<file path="src/rtl/l1route_shift_scheduler_pkg.sv">
// Shared constants and FSM encoding for the 1st-level circular-shift router
// sequencer. The shifter geometry constants are also consumed by the shifter
// wrapper, so keep them in one place.
package l1route_shift_scheduler_pkg;

  localparam int STRIDE_WIDTH          = 5;
  localparam int STRIDE_UNIT_SIZE      = 51;
  localparam int BITWIDTH_SHIFT_FACTOR = 6;
  localparam int LAYER_NUM             = 4;
  localparam int LAYER_W               = 2;
  localparam int SHIFTER_LATENCY       = 2;
  localparam int BURST_W               = 4;
  localparam int PERF_W                = 16;

  typedef enum logic [2:0] {
    ST_IDLE  = 3'd0,
    ST_LOAD  = 3'd1,
    ST_ISSUE = 3'd2,
    ST_DRAIN = 3'd3,
    ST_DONE  = 3'd4
  } sched_state_e;

  typedef logic [BITWIDTH_SHIFT_FACTOR-1:0] shift_t;

  // A table write is legal only for an existing stride unit and an in-range shift.
  function automatic logic cfg_write_ok(input logic [2:0] stride, input shift_t shift);
    return (stride < 3'(STRIDE_WIDTH)) &&
           (shift < BITWIDTH_SHIFT_FACTOR'(STRIDE_UNIT_SIZE));
  endfunction

endpackage

</file>
<file path="src/rtl/l1route_valid_delay.sv">
// Delay line carrying {last, valid} alongside the shifter pipeline so output
// beats can be qualified. It never stalls, matching the enable-less shifter.
// Ports:
//   i_clk, i_rst      clock, synchronous active-high reset
//   i_valid, i_last   beat entering the shifter
//   o_valid, o_last   same beat leaving the shifter DEPTH cycles later
module l1route_valid_delay
  import l1route_shift_scheduler_pkg::*;
#(
  parameter int DEPTH = SHIFTER_LATENCY
) (
  input  logic i_clk,
  input  logic i_rst,
  input  logic i_valid,
  input  logic i_last,
  output logic o_valid,
  output logic o_last
);

  logic [1:0] r_pipe [DEPTH];

  always_ff @(posedge i_clk) begin
    if (i_rst) begin
      for (int i = 0; i < DEPTH; i++) r_pipe[i] <= 2'b00;
    end else begin
      r_pipe[0] <= {i_last, i_valid};
      for (int i = 1; i < DEPTH; i++) r_pipe[i] <= r_pipe[i-1];
    end
  end

  assign o_valid = r_pipe[DEPTH-1][0];
  assign o_last  = r_pipe[DEPTH-1][1];

endmodule

</file>
<file path="src/rtl/l1route_shift_scheduler.sv">
// Sequencer for the column-wise 1st-level circular-shift router: holds the
// per-layer shift-factor table, presents one layer's factors to the stride
// units for a burst, issues the beats and tracks them through the shifter.
// Ports:
//   sys_clk, rst                      clock, synchronous active-high reset
//   cfg_we_i/layer/stride/shift       table write; cfg_err_o pulses on a rejected write
//   start_i, layer_i, burst_len_m1_i  burst request (sampled in IDLE only)
//   hold_i                            suppress beat issue this cycle (ISSUE only)
//   busy_o, done_o                    status / completion pulse
//   strideN_shift_factor_o            factors to the five stride units
//   src_valid_o, dst_valid_o, dst_last_o  beat qualifiers at shifter in/out
// Build option L1ROUTE_PERF_CNT_EN adds perf_burst_cnt_o / perf_hold_cnt_o.
//
// state | meaning
// IDLE  | waiting for start_i; factors hold last loaded value
// LOAD  | register table[layer] onto the factor outputs, load beat counter
// ISSUE | present beats (stalled by hold_i) until the final beat goes out
// DRAIN | wait for the final beat to leave the shifter pipeline
// DONE  | one-cycle completion pulse
module l1route_shift_scheduler
  import l1route_shift_scheduler_pkg::*;
(
  input  logic               sys_clk,
  input  logic               rst,
  input  logic               cfg_we_i,
  input  logic [LAYER_W-1:0] cfg_layer_i,
  input  logic [2:0]         cfg_stride_i,
  input  shift_t             cfg_shift_i,
  output logic               cfg_err_o,
  input  logic               start_i,
  input  logic [LAYER_W-1:0] layer_i,
  input  logic [BURST_W-1:0] burst_len_m1_i,
  input  logic               hold_i,
  output logic               busy_o,
  output logic               done_o,
  output shift_t             stride0_shift_factor_o,
  output shift_t             stride1_shift_factor_o,
  output shift_t             stride2_shift_factor_o,
  output shift_t             stride3_shift_factor_o,
  output shift_t             stride4_shift_factor_o,
  output logic               src_valid_o,
  output logic               dst_valid_o,
  output logic               dst_last_o
`ifdef L1ROUTE_PERF_CNT_EN
  ,
  output logic [PERF_W-1:0]  perf_burst_cnt_o,
  output logic [PERF_W-1:0]  perf_hold_cnt_o
`endif
);

  sched_state_e       r_state, w_state_nxt;
  logic [LAYER_W-1:0] r_layer;
  logic [BURST_W-1:0] r_len_m1;
  logic [BURST_W-1:0] r_cnt;
  shift_t             r_table [LAYER_NUM][STRIDE_WIDTH];
  shift_t             r_factor [STRIDE_WIDTH];
  logic               r_cfg_err;
  logic               w_cfg_ok, w_issue, w_issue_last, w_dst_valid, w_dst_last;

  assign w_cfg_ok     = cfg_write_ok(cfg_stride_i, cfg_shift_i);
  assign w_issue      = (r_state == ST_ISSUE) && !hold_i;
  assign w_issue_last = w_issue && (r_cnt == '0);

  always_comb begin
    w_state_nxt = r_state;
    case (r_state)
      ST_IDLE:  if (start_i) w_state_nxt = ST_LOAD;
      ST_LOAD:  w_state_nxt = ST_ISSUE;
      ST_ISSUE: if (w_issue_last) w_state_nxt = ST_DRAIN;
      // Last flag at the pipeline output means the burst has fully drained.
      ST_DRAIN: if (w_dst_last) w_state_nxt = ST_DONE;
      ST_DONE:  w_state_nxt = ST_IDLE;
      default:  w_state_nxt = ST_IDLE;
    endcase
  end

  always_ff @(posedge sys_clk) begin
    if (rst) r_state <= ST_IDLE;
    else     r_state <= w_state_nxt;
  end

  always_ff @(posedge sys_clk) begin
    if (rst) begin
      r_layer  <= '0;
      r_len_m1 <= '0;
      r_cnt    <= '0;
      for (int s = 0; s < STRIDE_WIDTH; s++) r_factor[s] <= '0;
    end else begin
      if ((r_state == ST_IDLE) && start_i) begin
        r_layer  <= layer_i;
        r_len_m1 <= burst_len_m1_i;
      end
      // Factors change only here, so every in-flight beat sees one set.
      if (r_state == ST_LOAD) begin
        for (int s = 0; s < STRIDE_WIDTH; s++) r_factor[s] <= r_table[r_layer][s];
        r_cnt <= r_len_m1;
      end else if (w_issue && (r_cnt != '0)) begin
        r_cnt <= r_cnt - 1'b1;
      end
    end
  end

  // Writes land at the edge, so a LOAD on the same edge reads the old entry.
  always_ff @(posedge sys_clk) begin
    if (rst) begin
      for (int l = 0; l < LAYER_NUM; l++)
        for (int s = 0; s < STRIDE_WIDTH; s++) r_table[l][s] <= '0;
      r_cfg_err <= 1'b0;
    end else begin
      if (cfg_we_i && w_cfg_ok) r_table[cfg_layer_i][cfg_stride_i] <= cfg_shift_i;
      r_cfg_err <= cfg_we_i && !w_cfg_ok;
    end
  end

  l1route_valid_delay #(.DEPTH(SHIFTER_LATENCY)) u_valid_delay (
    .i_clk   (sys_clk),
    .i_rst   (rst),
    .i_valid (w_issue),
    .i_last  (w_issue_last),
    .o_valid (w_dst_valid),
    .o_last  (w_dst_last)
  );

`ifdef L1ROUTE_PERF_CNT_EN
  logic [PERF_W-1:0] r_perf_burst, r_perf_hold;

  always_ff @(posedge sys_clk) begin
    if (rst) begin
      r_perf_burst <= '0;
      r_perf_hold  <= '0;
    end else begin
      if ((r_state == ST_DONE) && (r_perf_burst != '1)) r_perf_burst <= r_perf_burst + 1'b1;
      if ((r_state == ST_ISSUE) && hold_i && (r_perf_hold != '1)) r_perf_hold <= r_perf_hold + 1'b1;
    end
  end

  assign perf_burst_cnt_o = r_perf_burst;
  assign perf_hold_cnt_o  = r_perf_hold;
`endif

  assign busy_o                 = (r_state != ST_IDLE);
  assign done_o                 = (r_state == ST_DONE);
  assign cfg_err_o              = r_cfg_err;
  assign src_valid_o            = w_issue;
  assign dst_valid_o            = w_dst_valid;
  assign dst_last_o             = w_dst_last;
  assign stride0_shift_factor_o = r_factor[0];
  assign stride1_shift_factor_o = r_factor[1];
  assign stride2_shift_factor_o = r_factor[2];
  assign stride3_shift_factor_o = r_factor[3];
  assign stride4_shift_factor_o = r_factor[4];

endmodule

</file>
<file path="config.mk">
export PLATFORM = sky130hd
export DESIGN_NAME = l1route_shift_scheduler
export DESIGN_NICKNAME = d
export VERILOG_FILES = /design/src/rtl/l1route_shift_scheduler_pkg.sv /design/src/rtl/l1route_valid_delay.sv /design/src/rtl/l1route_shift_scheduler.sv
export SDC_FILE = /design/constraint.sdc
export NUM_CORES = 1
export LEC_CHECK = 0
export CAP_MARGIN = 40
export CORE_ASPECT_RATIO = 2
export CORE_MARGIN = 3
export CORE_UTILIZATION = 39
export CTS_BUF_LIST = sky130_fd_sc_hd__clkbuf_8
export CTS_CLUSTER_DIAMETER = 50
export CTS_CLUSTER_SIZE = 24
export DETAILED_ROUTE_END_ITERATION = 10
export PLACE_DENSITY = 0.61
export SYNTH_ARGS = -nofsm -noshare
export SYNTH_HDL_FRONTEND = slang
export SYNTH_HIERARCHICAL = 1
export SYNTH_SLANG_ARGS = --single-unit
</file>
<file path="constraint.sdc">
create_clock -name sys_clk -period 3.3 [get_ports sys_clk]
set_input_delay 0.33 -clock sys_clk [delete_from_list [all_inputs] [get_ports sys_clk]]
set_output_delay 0.33 -clock sys_clk [all_outputs]
set_load 0.01 [all_outputs]
</file>
==> summary.md <==
| Metric | Value |
|---|---|
| Leak | 0.00267 µW |
| Status | finished, final reports clean |
| DIE AREA | 0.0204 mm² |
| Post-Route WL | 16.4 mm |
| H-tree depth | 4 |
| Yosys cell types | 37 |
| Clock tree root driver cell | clkbuf_8 |
| Synth Cell Area | 0.00725 mm² |
| Max-slew violation count | 0 |
| ANT nets after route | 0 |
| CP startpoint kind | flop |
| Initial Util | 39.6% |
| CTS tree | done |
| FFs w/ async S/R, synth | 0% |
| Placed instance count | 796 |
| PostCTS Resize Cnt | 0 |
| 1st-pass router iterations | 7 |
| Chip height | 199 µm |
| Layout Nets | 623 |
| Core ar. | 0.0183 mm² |
| Worst-Margin Slew | 0.648 ns |
| Syn avg cell area | 13.6 µm² |
| Routability cong. | 0.892 |
| Cell accounting for the most synthesized area | edfxtp_1 |
| Num ports | 58 |
| Detailed Route Iter0 Violations | 340 |
| Setup repair bufs after CTS | 0 |
| RSZ-0062 raised after global routing | no |
| Total GRT Usage | 17.0% |
| Hold Violations, Final | 0 |
| Initial antenna violation count | 0 |
| Main area contributors after synthesis | edfxtp_1 (62%), mux4_2 (9.3%), nor2_1 (7.1%), dfxtp_1 (5.5%), nor2b_1 (3.3%) |
| Detailed Place HPWL | 12.4 mm |
| Final setup fails | 0 |
| First-pass GRT wire length | 24.8 mm |
| Buffers on Ports | 57 |
| Sequential area share after synthesis | 67.6% |
| Vias per cell | 5.34 |
| Drt wl/cell | 19.9 µm |
| P per Cell Area | 537 mW/mm² |
| Area Overhead vs Synth | 17.0% |
| Max cap viols | 0 |
| Final period utilization | 72.2% |
| Max_slew headroom | 56.7% |
| Die W | 102 µm |
| Hold buffers post-CTS | 0 |
| Critical-path maximum fanout | 10 |
| Worst setup EP type | primary output |
| Post-synth top cells | edfxtp_1 (150), nor2_1 (138), nand2_1 (43) |
| Setup TNS | 0 ns |
| Via count | 4425 |
| Hold WC Path Type | flop to flop |
| Inserted Clock Buffers | 17 |
| Layout cells sized above 1 | 13.4% |
| Worst vdd rail ir drop | 0.364 mV |
| Largest net degree at the start of global routing | 39 |
| Clock Sinks | 170 |
| Crit Path Class | flop to primary output |
| Max Buffers Root-to-Sink | 2 |
| Gr ovfl total | 0 |
| Most used DFF post-synth | edfxtp_1 |
| Reg clk slew, reported paths | 0.10 ns |
| FP Rows | 70 |
| Vias in the first global route | 4569 |
| Most frequent cell after synthesis | edfxtp_1 |
| Antenna cells | 0 |
| CP required | 2.97 ns |
| Minimum clock period | 2.38 ns |
| Mapped Cells | 535 |
| YS warnings | 6 |
| Final std cells w/o fill | 828 |
| Arrival @ worst endpoint | 2.05 ns |
| Clock latency on the worst-skew pair | 0.45 ns |
| F_max | 420 MHz |
| FF+latch count, synth | 170 |
| Detailed-route DRC error count | 0 |
| Net Count, Synth | 559 |
| Worst Clk Skew | 0.0184 ns |
| Post-synth EDFFs | 150 |
| Top-area cell type share of the netlist area | 62.1% |
through the flow:
step	hold WS [ns]	util, %	cell area (µm²)	power [µW]	worst slack (ns)
after floorplan	0.402	-	7250	2860	1.45
after global placement	0.419	44.1	8070	3080	0.574
after detailed placement	0.431	44.1	8070	3090	0.497
after CTS	0.460	46.4	8490	4600	0.876
after global routing	0.470	46.4	8490	4720	0.717
final	0.453	46.4	8490	4560	0.919
metal layers:
| layer | track usage [%] | wire length (µm) |
|---|---|---|
| met3 | 3.16 | 670 |
| met1 | 16.2 | 5410 |
| met5 | 0 | 0 |
| met2 | 32.4 | 9560 |
| met4 | 10.1 | 801 |
area by class of cell:
class	count	area, µm²
multi-input cells	336	2210
clock inverters	14	169
flip-flops and latches	170	4910
repair buffers	70	668
fillers	1619	9820
inverters	4	15.0
well taps	216	270
clock buffers	18	248
cells by family (layout without fill, tap and decap cells):
kind of cell,Yosys count,after routing,synth area share [%]
simple gates,265,265,16.8
compound gates,31,31,2.98
xor+xnor,3,3,0.362
flops,170,170,67.6
buf+inv,29,106,1.88
fa+ha+maj,2,2,0.345
mux,35,35,10.0
power by group:
part / internal (µW) / leakage (µW) / switching, µW
clock network: 772 / 0.000205 / 751
registers: 2480 / 0.00162 / 68.1
logic: 241 / 0.000845 / 245
critical path: stages (launching register included):
cell and delay, ns:
dfxtp_1 0.54, nor4b_4 0.45, clkdlybuf4s50_1 0.62
state kept, by name (all words and copies together), names as in the netlist, named ones only:
signal and count:
r_factor 30, r_table 120, r_layer 2, r_cnt 4, u_valid_delay/r_pipe 4, r_len_m1 4
r_state 3, cfg_err_o 1
worst paths after layout:
kind / startpoint / endpoint / slack (ns) / cells after the start
worst max-delay path: r_state[1] / src_valid_o / 0.92 / 2
worst min-delay path: u_valid_delay/r_pipe[0][1] / u_valid_delay/r_pipe[0][3] / 0.45 / 1
worst max register to register: flop / r_factor[0][22] / 1.26 / 3
worst min register to register: u_valid_delay/r_pipe[0][1] / u_valid_delay/r_pipe[0][3] / 0.45 / 1
cell usage in the layout, fill, tap and decap left out, types with 3 or more instances in the layout:
cell type	synthesis	layout
mux2i_1	5	5
nor2b_1	38	38
nor2_1	138	138
mux4_2	30	30
o21bai_1	20	20
inv_6	0	3
nor3_1	5	5
dfxtp_1	20	19
nand2b_1	5	5
edfxtp_1	150	150
buf_4	3	13
nand3_1	20	20
inv_1	4	5
nand4_1	3	3
o21ai_0	3	3
clkbuf_8	0	18
a21oi_1	3	3
bufinv_16	0	3
clkdlybuf4s50_1	0	57
nand2_1	43	43
clkinvlp_4	0	3
No activity file was read; power rests on OpenSTA's default activity.
